**src/rtl/muldiv_seq_pkg.sv**
```systemverilog
// Shared encodings for the multiply/divide sequencer: op codes, FSM states, iteration count.
// The divide datapath is built only when MULDIV_DIV_EN is defined.
package muldiv_seq_pkg;
    localparam int MULDIV_W     = 16;
    localparam int MULDIV_ITERS = 16;

    localparam logic MULDIV_OP_MUL = 1'b0;
    localparam logic MULDIV_OP_DIV = 1'b1;

    typedef enum logic [1:0] {
        MULDIV_IDLE = 2'd0,
        MULDIV_RUN  = 2'd1,
        MULDIV_DONE = 2'd2
    } state_t;
endpackage

```
**src/rtl/muldiv_seq_if.sv**
```systemverilog
// EX-stage control <-> multiply/divide sequencer handshake and result bundle.
interface muldiv_seq_if;
    logic        start;
    logic        op;
    logic [15:0] opA;
    logic [15:0] opB;
    logic        flush;
    logic        stall;
    logic        done;
    logic [15:0] result;
    logic [15:0] resHi;
    logic        err;

    modport master (output start, op, opA, opB, flush,
                    input  stall, done, result, resHi, err);
    modport slave  (input  start, op, opA, opB, flush,
                    output stall, done, result, resHi, err);
endinterface

```
**src/rtl/muldiv_seq_add.sv**
```systemverilog
// 16-bit carry-lookahead adder (4-bit groups) with carry-out; shared by the
// multiply accumulate and the divide trial subtract.
module muldiv_seq_add (
    input  logic [15:0] a,
    input  logic [15:0] b,
    input  logic        c_in,
    output logic [15:0] sum,
    output logic        c_out
);
    logic [15:0] g, p;
    logic [3:0]  gg, pg;
    logic [16:0] c;

    assign g = a & b;
    assign p = a ^ b;

    for (genvar k = 0; k < 4; k++) begin : g_grp
        assign gg[k] = g[4*k+3]
                     | (p[4*k+3] & g[4*k+2])
                     | (p[4*k+3] & p[4*k+2] & g[4*k+1])
                     | (p[4*k+3] & p[4*k+2] & p[4*k+1] & g[4*k]);
        assign pg[k] = &p[4*k+3:4*k];
    end

    // Group carries come from group G/P; bits inside a group ripple off the group carry-in.
    always_comb begin
        c    = '0;
        c[0] = c_in;
        for (int k = 0; k < 4; k++) begin
            for (int i = 0; i < 3; i++)
                c[4*k+i+1] = g[4*k+i] | (p[4*k+i] & c[4*k+i]);
            c[4*k+4] = gg[k] | (pg[k] & c[4*k]);
        end
    end

    assign sum   = p ^ c[15:0];
    assign c_out = c[16];
endmodule

```
**src/rtl/muldiv_seq.sv**
```systemverilog
// Iterative 16-bit shift-add multiplier / restoring divider with EX stall and flush abort.
// Divide support is compiled in with MULDIV_DIV_EN; otherwise op=1 completes at once with err.
module muldiv_seq
    import muldiv_seq_pkg::*;
(
    input  logic        clk,
    input  logic        rst,
    muldiv_seq_if.slave bus
);
    localparam logic [3:0] CNT_LAST = 4'(MULDIV_ITERS - 1);

    state_t      state, state_nx;
    logic [3:0]  cnt;
    logic [15:0] hi, lo, mcand, hi_nx, lo_nx;
    logic [15:0] res_lo, res_hi;
    logic        res_err;
    logic [15:0] add_a, add_b, add_sum;
    logic        add_ci, add_co;
    logic        accept, degen, last;

`ifdef MULDIV_DIV_EN
    logic op_q;
    logic no_borrow;
    assign degen = (bus.op == MULDIV_OP_DIV) && (bus.opB == '0);
    // 17-bit trial: shifted rem's top bit is hi[15]; it alone guarantees no borrow.
    assign no_borrow = hi[15] | add_co;
`else
    assign degen = (bus.op == MULDIV_OP_DIV);
`endif

    assign accept = (state == MULDIV_IDLE) && bus.start && !bus.flush;
    assign last   = (state == MULDIV_RUN) && (cnt == CNT_LAST);

    // hi/lo double as rem/quo and mcand as the divisor while dividing.
    always_comb begin
        add_a  = hi;
        add_b  = lo[0] ? mcand : '0;
        add_ci = 1'b0;
`ifdef MULDIV_DIV_EN
        if (op_q == MULDIV_OP_DIV) begin
            add_a  = {hi[14:0], lo[15]};
            add_b  = ~mcand;
            add_ci = 1'b1;
        end
`endif
    end

    muldiv_seq_add u_add (
        .a     (add_a),
        .b     (add_b),
        .c_in  (add_ci),
        .sum   (add_sum),
        .c_out (add_co)
    );

    always_comb begin
        hi_nx = {add_co, add_sum[15:1]};
        lo_nx = {add_sum[0], lo[15:1]};
`ifdef MULDIV_DIV_EN
        if (op_q == MULDIV_OP_DIV) begin
            hi_nx = no_borrow ? add_sum : add_a;
            lo_nx = {lo[14:0], no_borrow};
        end
`endif
    end

    always_ff @(posedge clk or posedge rst) begin
        if (rst) state <= MULDIV_IDLE;
        else     state <= state_nx;
    end

    always_comb begin
        state_nx = state;
        case (state)
            MULDIV_IDLE: if (accept) state_nx = degen ? MULDIV_DONE : MULDIV_RUN;
            MULDIV_RUN:  if (cnt == CNT_LAST) state_nx = MULDIV_DONE;
            MULDIV_DONE: state_nx = MULDIV_IDLE;
            default:     state_nx = MULDIV_IDLE;
        endcase
        if (bus.flush) state_nx = MULDIV_IDLE;
    end

    always_ff @(posedge clk or posedge rst) begin
        if (rst)                       cnt <= '0;
        else if (accept)               cnt <= '0;
        else if (state == MULDIV_RUN)  cnt <= cnt + 4'd1;
    end

    always_ff @(posedge clk or posedge rst) begin
        if (rst) begin
            hi    <= '0;
            lo    <= '0;
            mcand <= '0;
`ifdef MULDIV_DIV_EN
            op_q  <= MULDIV_OP_MUL;
`endif
        end else if (accept) begin
            hi    <= '0;
`ifdef MULDIV_DIV_EN
            op_q  <= bus.op;
            lo    <= (bus.op == MULDIV_OP_DIV) ? bus.opA : bus.opB;
            mcand <= (bus.op == MULDIV_OP_DIV) ? bus.opB : bus.opA;
`else
            lo    <= bus.opB;
            mcand <= bus.opA;
`endif
        end else if (state == MULDIV_RUN) begin
            hi <= hi_nx;
            lo <= lo_nx;
        end
    end

    // Results load on the edge into DONE; a flush before that edge leaves them untouched.
    always_ff @(posedge clk or posedge rst) begin
        if (rst) begin
            res_lo  <= '0;
            res_hi  <= '0;
            res_err <= 1'b0;
        end else if (accept && degen) begin
`ifdef MULDIV_DIV_EN
            res_lo  <= 16'hFFFF;
            res_hi  <= bus.opA;
`else
            res_lo  <= '0;
            res_hi  <= '0;
`endif
            res_err <= 1'b1;
        end else if (last && !bus.flush) begin
            res_lo  <= lo_nx;
            res_hi  <= hi_nx;
            res_err <= 1'b0;
        end
    end

    assign bus.stall  = (state == MULDIV_RUN) || accept;
    assign bus.done   = (state == MULDIV_DONE) && !bus.flush;
    assign bus.result = res_lo;
    assign bus.resHi  = res_hi;
    assign bus.err    = res_err;
endmodule

```
**src/flat_wrapper.sv**
```systemverilog
// flat-port wrapper written by rule: the top's interface ports become plain ports
module muldiv_seq_flat import muldiv_seq_pkg::*;
  (clk, rst, bus_start, bus_op, bus_opA, bus_opB, bus_flush, bus_stall, bus_done, bus_result, bus_resHi, bus_err);
  muldiv_seq_if bus_i ();
  input  logic clk;
  input  logic rst;
  input wire logic [$bits(bus_i.start)-1:0] bus_start;
  input wire logic [$bits(bus_i.op)-1:0] bus_op;
  input wire logic [$bits(bus_i.opA)-1:0] bus_opA;
  input wire logic [$bits(bus_i.opB)-1:0] bus_opB;
  input wire logic [$bits(bus_i.flush)-1:0] bus_flush;
  output wire logic [$bits(bus_i.stall)-1:0] bus_stall;
  output wire logic [$bits(bus_i.done)-1:0] bus_done;
  output wire logic [$bits(bus_i.result)-1:0] bus_result;
  output wire logic [$bits(bus_i.resHi)-1:0] bus_resHi;
  output wire logic [$bits(bus_i.err)-1:0] bus_err;
  assign bus_i.start = bus_start;
  assign bus_i.op = bus_op;
  assign bus_i.opA = bus_opA;
  assign bus_i.opB = bus_opB;
  assign bus_i.flush = bus_flush;
  assign bus_stall = bus_i.stall;
  assign bus_done = bus_i.done;
  assign bus_result = bus_i.result;
  assign bus_resHi = bus_i.resHi;
  assign bus_err = bus_i.err;
  muldiv_seq u_core (.clk(clk), .rst(rst), .bus(bus_i));
endmodule
```
**config.mk**
```make
export PLATFORM = sky130hd
export DESIGN_NAME = muldiv_seq_flat
export DESIGN_NICKNAME = d
export VERILOG_FILES = /design/src/rtl/muldiv_seq_pkg.sv /design/src/rtl/muldiv_seq_if.sv /design/src/rtl/muldiv_seq_add.sv /design/src/rtl/muldiv_seq.sv /design/src/flat_wrapper.sv
export SDC_FILE = /design/constraint.sdc
export NUM_CORES = 1
export LEC_CHECK = 0
export ABC_AREA = 1
export CORE_MARGIN = 2
export CORE_UTILIZATION = 42
export DETAILED_ROUTE_END_ITERATION = 16
export PLACE_DENSITY = 0.67
export SYNTH_ARGS = -nofsm -noshare
export SYNTH_HDL_FRONTEND = slang
export SYNTH_SLANG_ARGS = --single-unit
```
**constraint.sdc**
```tcl
create_clock -name clk -period 9.1 [get_ports clk]
set_clock_uncertainty 0.2 [all_clocks]
set_input_delay 1.82 -clock clk [delete_from_list [all_inputs] [get_ports clk]]
set_output_delay 1.82 -clock clk [all_outputs]
set_load 0.01 [all_outputs]
```
; Yosys cells after proc, flatten, opt, wreduce, memory -nomap -nowiden
; Index checks and enable logic that the tools add are counted.
[classes]
bitwise_logic = 63
addsub = 1
n_eq_ne = 5
reduce_logical = 15
n_mux = 18
[ops]
columns = op, count
row1 = 16-bit 2-to-1 mux, 9
row2 = 1-bit AND, 34
row3 = 16-bit bitwise XOR, 2
row4 = 1-bit OR, 26
row5 = 16-bit AND, 1
row6 = 4-bit AND reduction, 3
row7 = 2-bit 2-to-1 mux, 4
row8 = 4-bit 2-to-1 mux, 2
row9 = 1-bit logical AND, 6
row10 = 3-bit by 2-bit inequality test with 1-bit output (second input constant), 2
row11 = 4-bit by 1-bit adder with 4-bit output (second input constant), 1
row12 = 4-bit == test (second input constant), 1
row13 = 2-bit case mux with 2 select lines, 1
row14 = 2-bit nonzero test, 2
row15 = 2-bit by 1-bit == test with 1-bit output (second input constant), 1
row16 = 2-bit == test (second input constant), 1
row17 = 2-bit logical NOT, 1
row18 = 1-bit 2-to-1 mux, 2
row19 = 2-bit AND reduction, 1
row20 = 1-bit logical NOT, 1
row21 = 1-bit logical OR, 1
[totals]
ff_bits = 87
out_inout_bits = 35
elab_cells = 110
input_bits = 37

; Depth between registers and ports, before layout
[logic_depth]
word_depth = 19
depth_mapped = 20

; By module
; From an unflattened synthesis, not the netlist that was laid out.
[unflattened]
hier_cells = 566
area_unflattened_um2 = 4616.9
[by_module_without_submodules]
columns = mod, cells_per_inst, seq_area_each_um2, area_each_um2, n_inst
row1 = muldiv_seq, 477, 2177.1, 3888.7, 1
row2 = muldiv_seq_add, 89, 0.0, 728.2, 1

; Least setup slack after synthesis
; No wires, ideal clock.
[synth_path]
path_kind = in2out
start = input port bus_flush
end = output port bus_stall
required_ns = 7.080
arrival_time_ns = 2.464
slack_ns = 4.616
path_buffers = 2
path_stages = 5
cell_sequence = inv_1 -> nand3_1 -> buf_4 -> nand2_2 -> buf_2
[synth_via]
elab_chain_len = 3
[synth_lines]
columns = item, line_no
row1 = "start, declared", flat_wrapper.sv:11  ; input wire logic [$bits(bus_i.flush)-1:0] bus_flush;
row2 = 1-bit logical NOT, muldiv_seq.sv:31  ; assign accept = (state == MULDIV_IDLE) && bus.start && !bus.flush;
row3 = 1-bit logical AND, muldiv_seq.sv:31
row4 = 1-bit logical OR, muldiv_seq.sv:135  ; assign bus.stall = (state == MULDIV_RUN) || accept;
row5 = "end, declared", flat_wrapper.sv:12  ; output wire logic [$bits(bus_i.stall)-1:0] bus_stall;
; Every way passes these cells.

; Worst setup path in the final report
; Same ends and word-level chain as after synthesis.

==> impl_summary.md <==
Route
The count of unresolved DRC violations after routing is 0. The first detailed-routing pass took 4 iterations. The total via count after detailed routing is 3,099. After detailed routing, the average wire length per cell comes to between 10 and 15 microns. The detailed router's first-iteration violation count is 190.

In this run the remaining antenna-violating nets after routing total 0. The aggregate routed wire length is 8639 microns. Dividing the detail-routed via count by the number of cells gives ~4.8.

Worst setup path
The slowest cell on the critical path is nand2_2. The number of buffers and inverters on the critical path is 3. Data on the critical path is required at its endpoint by roughly 7100 ps. Among the stages of the critical path, the cell type that occurs most often is clkdlybuf4s50_1.

The startpoint of the lowest-slack register-to-register path is u_core.lo[0]. The type of element launching the critical path is an input pin. The capture instance of the worst register-to-register path is u_core.add_a[14]. The worst endpoint data arrival time is approximately 4300 ps. The worst register-to-register path has a depth of 16. STA classifies the critical path endpoint as an output pin.

The reg2reg setup slack is ~5500 ps. The biggest fanout along the worst timing path is 26. Broken down by cell family, the worst path's largest delay share belongs to simple AND/OR/NAND/NOR gates. The worst setup path category is in -> out. Traced cell by cell, the critical path runs through clkdlybuf4s50_1 > inv_1 > nand3_1 > nand2_2 > clkdlybuf4s50_1. The delay of the slowest cell on the worst path is 720 ps.

Clock tree
The cts-stage hold buffer count is 0. The TritonCTS clock tree is built. Clock tree synthesis found a total of 87 sinks. The number of gates resized after CTS was 0.

The clock network latency to the later pin of the worst-skew pair is around 360 ps. The number of setup buffers added after CTS is 0. The maximum number of buffers from clock root to sink is 2. The H-tree was split into 3 levels. Counting the buffers created by CTS gives 9.

The clock-pin slew on the worst setup and hold paths is about 80 ps. The library cell used as clock root buffer is clkbuf_8.

Placed design
The post-DP HPWL is around 6000 microns. The congestion estimate from routability-driven global placement came to roughly 0.9. The quantity of I/O buffers inserted on ports is 71. The number of placed instances, taps included, is 630.

Power and ir drop
The internal power consumption is 0.7064 mW. The sum of internal, switching and leakage power is between 1 and 1.5 mW. The leakage power figure is roughly 2.5 nW. The switching component of the power is 0.3211 mW. The combinational power share is between 20% and 30%. Net switching is ~31% of the power. The proportion of power drawn by flip-flops and latches is roughly 48%. Power spread over the standard cell area amounts to roughly 200 mW/mm^2. The maximum VDD drop is 0.06910 mV. In this run, the clock network consumes ~29% of the power.

Timing
The worst hold slack across all endpoints is around 270 ps. At the pin with the least slew margin, the transition time is roughly 1100 ps. The number of endpoints failing setup at the final stage is 0. Setup repair after global routing left no endpoint under its margin. The final count of hold timing violations was 0. The number of max-slew violations in the final report is 0. The remaining max-slew budget at the tightest pin is between 20% and 30%. For the final routed database, the setup TNS stands at 0 ps. For the finished layout, the period the worst path requires is 6311 ps.

The period utilization is 69.35%. For this run, the top clock speed supported by timing is 158.4 MHz.

Outcome
The flow ran to the end, and the final reports show no timing, DRC or antenna violations.

Synth
The synthesized netlist devotes 1.070% of its cell area to XOR and XNOR gates. The number of nets handed over by synthesis was slightly above 500. The multiplexer share of the synthesized area is 0%. The dominant combinational cell family by area after synthesis is simple AND/OR/NAND/NOR gates. The proportion of netlist area held by the largest area contributor is 53.18%. The commonest cells after synthesis are 146 x nand2_1, 87 x dfrtp_1, 58 x inv_1.

The largest total area in the synthesized netlist belongs to dfrtp_1. By area the synthesized netlist is led by dfrtp_1 53%, nand2_1 13%, fa_1 5.4%, inv_1 5.3%, ha_1 5.2%. The synthesized instance count is about 440. The complex-gate fraction of the synthesized area is 10.51%. The share of synthesized registers carrying an async set or reset is between 90% and 100%. The netlist area before placement is about 0.0041 sq mm. The dominant synthesized flop cell is dfrtp_1. The synthesized netlist devotes around 17% of its cell area to simple gates. The synthesized netlist contains 29 unique library cells.

After synthesis, flip-flops and latches occupy a little over half of the total area. The number of enable-type register cells in the synthesized netlist is 0. The number of storage elements in the synthesis netlist is 87.

For this run, the number of Yosys warnings is 0. The synthesized area per cell is around 9.2 sq um. The area share of fa/ha/maj cells after synthesis is between 10% and 20%. By instance count, the leading cell after synthesis is nand2_1.

Floorplan
The overall die width is between 100 and 150 microns. In this run the core area contains 36 standard-cell rows. The initial cell density of the core is between 40% and 50%. The die covers 0.01055 sq mm. The number of top-level pins is 72. The placeable core region is ~0.0096 sq mm. The height of the die is between 100 and 150 microns.

Global routing
Summed over all layers, the global routing overflow is 0. The first-pass GRT wire length is 14,630 microns. Global routing used a little under a fifth of the available tracks. The via count of the first global-routing pass is 3,089. The initial antenna violation count is 0. Entering global routing, the biggest net connects 88 pins.

Worst hold path
The worst min-delay path startpoint is u_core.cnt[3]. The instance count along the most critical hold path is 1. The destination of the worst hold path is u_core.cnt[3].

The worst hold path belongs to the class reg -> reg.

Run
The count of max-cap constraint violations is 0.

Final layout
The post-route netlist has 4.873% of its cells at a drive strength greater than 1. The number of nets in the layout is 573. The share of the core filled with cells is 53.20%. The area added between synthesis and finish is 24.66%.

For this run, the number of standard cells in the final layout without fillers is around 650. The repair_antennas step left the layout with diodes totalling 0.
metal layers:
metal | routed length (microns) | GRT usage, %
met4 | 118 | 6.174
met1 | 4140 | 25.60
met3 | 426 | 4.000
met2 | 3954 | 27.85
met5 | 0 | 0
power by group through the flow:
stage	Sequential (mW)	Clock, mW	Combinational, mW
after floorplan	0.481	0	0.179
after global placement	0.493	0	0.232
after detailed placement	0.496	0	0.240
after CTS	0.489	0.306	0.241
after global routing	0.499	0.324	0.279
final	0.490	0.300	0.238
kinds of logic (layout without fill, tap and decap cells):
logic type                 Yosys count  count (layout)
AOI/OAI and AO/OA                   71              71
xor gates and xnor gates             5               5
adders and majority gates           28              28
buffers and inverters               80             150
DFF                                 87              87
and+or+nand+nor                    172             172
metrics by stage:
| stage | instance area [sq um] | worst slack [ps] |
|---|---|---|
| 2_1_floorplan | 4094 | 4616 |
| 3_3_place_gp | 4881 | 2874 |
| 3_5_place_dp | 4881 | 2802 |
| 4_1_cts | 5104 | 2776 |
| 5_1_grt | 5104 | 2509 |
| 6_report | 5104 | 2789 |
sequential cells by signal, summed over array words and instances, names as in the netlist:
name / flops
u_core.add_a: 16
u_core.cnt: 4
u_core.bus.result: 16
u_core.state: 2
u_core.lo: 16
u_core.bus.resHi: 16
u_core.mcand: 16
u_core.bus.err: 1
worst reg2reg max path, delay by kind of cell (launching register included):
kind                     cells  cell delay [ps]
buffers and inverters        3              230
adder cells (fa/ha/maj)      4             1250
XOR/XNOR                     1              250
AO/OA/AOI/OAI                2              280
flip-flops                   1              690
AND/OR/NAND/NOR              6              520
area by class of cell:
| class | count | area [sq um] |
|---|---|---|
| Fill cell | 914 | 4491 |
| Sequential cell | 87 | 2177 |
| Multi-Input combinational cell | 276 | 1585 |
| Timing Repair Buffer | 72 | 718.2 |
| Inverter | 62 | 234.0 |
| Tap cell | 133 | 166.4 |
| Clock buffer | 11 | 141.4 |
| Clock inverter | 5 | 81.33 |
layout by cell type (no fill, tap or decap), drive strengths merged:
cell           netlist  routed
nand4                1       1
bufinv               0       2
a21oi                5       5
clkdlybuf4s50        0      71
and3                 1       1
fa                  11      11
o22ai                8       8
clkinv               0       3
clkbuf              10      11
o221ai              14      14
xnor2                2       2
inv                 62      61
nor3                 2       2
o21ai               40      40
nand3               10      10
buf                  8       1
xor2                 3       3
dfrtp               87      87
clkinvlp             0       1
nor2                 9       9
nand2              149     149
a22o                 1       1
a41oi                1       1
ha                  17      17
o211ai               2       2
worst max path at each step:
stage / start / end / slack, ps / depth (start not counted)
after floorplan: bus_flush / bus_stall / 4620 / 5
after global placement: bus_flush / bus_stall / 2870 / 5
after detailed placement: bus_flush / bus_stall / 2800 / 5
after CTS: bus_flush / bus_stall / 2780 / 5
after global routing: bus_flush / bus_stall / 2510 / 5
final: bus_flush / bus_stall / 2790 / 5
Power figures use the tool's default switching activity.
==> RTL edit (same settings) <==
The option `MULDIV_DIV_EN` is turned on by a define.
--- a/src/rtl/muldiv_seq.sv
+++ b/src/rtl/muldiv_seq.sv
@@ -1,4 +1,6 @@
 // Iterative 16-bit shift-add multiplier / restoring divider with EX stall and flush abort.
 // Divide support is compiled in with MULDIV_DIV_EN; otherwise op=1 completes at once with err.
+`define MULDIV_DIV_EN
+
 module muldiv_seq
     import muldiv_seq_pkg::*;
Check against the original RTL: not equivalent (a bounded check fails within 4 cycles, from zero or initial values and one cycle with rst high).
==> RTL edit against the original RTL <==
  * Sequential cell count up 1
  * Total power up 72%
  * Via count up 70%
  * Die area up 42%
  * Worst setup slack better by 0.53 ns
  * Utilization down 2.8 points
  * Critical path type unchanged
  * Maximum frequency up 9.1%
  * Routed wire length up 82%
  * Largest power group is now combinational cells
  * Final area up 36%
  * Sequential power up 11%
  * Area after synthesis up 44%
==> RTL edit: results (changes against the original RTL) <==
outcome finished clean (unchanged); DR vias/cell 5.28 (was 4.80); CTS HTree Levels 3 (unchanged); critical path peak fanout 38 (was 26); worst hold margin 0.290 ns (was 0.273 ns); warnings from Yosys 0 (unchanged); first-pass GRT wire length 26.1 mm (was 14.6 mm); Crit path largest cell delay 0.60 ns (was 0.72 ns); pre-CTS setup slack 3.33 ns (was 2.80 ns); Seq/Total Area, Yosys 37.4% (was 53.2%); Placement Cell Area 6630 um^2 (was 4880 um^2); Area contributors post-synth dfrtp_1, nand2_1, o21ai_0 (was dfrtp_1, nand2_1, fa_1); Initial DRC Count 287 (was 190); cells on worst reg2reg path 26 (was 16); critical path's slowest cell clkdlybuf4s50_1 (was nand2_2); R2R Setup Slk 3.88 ns (was 5.52 ns); Slew headroom 30.9% (was 27.4%); DRT Pass-1 Iters 5 (was 4); Placed Instances 979 (was 630); Peak VDD IR 0.123 mV (was 0.0691 mV); WL/cell 15.8 um (was 13.4 um); via count of the first global-routing pass 4986 (was 3089); average size of a mapped cell 7.64 um^2 (was 9.24 um^2); hold path depth 2 (was 1); Post-Route WL 15.7 mm (was 8.64 mm); Unique masters post-synth 42 (was 29); share of post-route cells with drive strength above 1 9.57% (was 4.87%); arrival time worst endpoint 3.76 ns (was 4.29 ns); hold path endpoint u_core.hi[15] (was u_core.cnt[3]); RePlAce Congestion 0.838 (was 0.912); pin count of the biggest net entering global routing 71 (was 88); placed wire-length estimate 10.9 mm (was 6.02 mm); R2R Path End u_core.bus.resHi[15] (was u_core.add_a[14]); worst hold start u_core.hi[15] (was u_core.cnt[3]); antenna violations before repair 1 (was 0); Tot GR Track Use 22.7% (was 18.1%); top post-synthesis cells by count nand2_1, dfrtp_1, o21ai_0 (was nand2_1, dfrtp_1, inv_1); P_leak 3.34 nW (was 2.48 nW); syn nets 836 (was 508); final net count 875 (was 573); root buf cell clkbuf_16 (was clkbuf_8); FF-to-FF Start u_core.op_q (was u_core.lo[0])
-- RTL edit: cell count changes in the layout (fill, tap and decap cells not counted), moves of 13 or more --
cell     before  now
a21oi_1       5   21
a32o_1        0   16
inv_1        57   77
nand2_1     146  212
nand2_4       0   13
nand3_1      10   63
nand4_1       1   19
nor2_1        9   29
o21ai_0       9   82
o21ai_1      31    1
-- RTL edit: power breakdown --
| part | internal (mW) | switching [mW] | total, mW |
|---|---|---|---|
| logic | 0.315 | 0.539 | 0.854 |
| registers | 0.473 | 0.0686 | 0.542 |
| clock network | 0.194 | 0.182 | 0.377 |
-- RTL edit: routing by layer --
metal | global-route usage (%) | wire, um | up-vias
met5 | 0 | 0 | -
met4 | 8.33 | 317 | 0
met3 | 4.88 | 1010 | 24
met2 | 34.3 | 7120 | 150
met1 | 32.2 | 7270 | 2453
li1 | - | - | 2635
-- RTL edit: cells by family (layout without fill, tap and decap cells) --
| family | after synthesis | count (layout) | synth area share [%] |
|---|---|---|---|
| simple gates | 373 | 373 | 30.4 |
| fa+ha+maj | 28 | 28 | 7.35 |
| other cells | 0 | 1 | 0 |
| flops | 88 | 88 | 37.4 |
| buf+inv | 136 | 180 | 9.56 |
| xor+xnor | 5 | 5 | 0.744 |
| compound gates | 140 | 140 | 14.4 |
| mux | 1 | 1 | 0.170 |
-- RTL edit: final cells by class --
class / instances / area [um^2]
clock inverter: 7 / 75.1
sequential: 88 / 2200
antenna: 1 / 2.50
tap: 180 / 225
timing repair buffer: 75 / 736
clock buffer: 9 / 225
multi-input combinational: 547 / 3120
inverter: 89 / 343
fill: 1348 / 6840
-- RTL edit: critical path: cells and delay by family --
kind	cells	cell delay, ns
buf+inv	4	1.46
simple gates	2	0.48
-- RTL edit: how the worst max path moves through the flow --
stage	start	to	slack (ns)
after detailed placement	bus_flush	bus_stall	3.33
final	bus_flush	bus_stall	3.32
after CTS	bus_flush	bus_stall	3.32
after global placement	bus_flush	bus_stall	3.33
after floorplan	bus_flush	bus_stall	4.52
after global routing	bus_flush	bus_stall	3.18
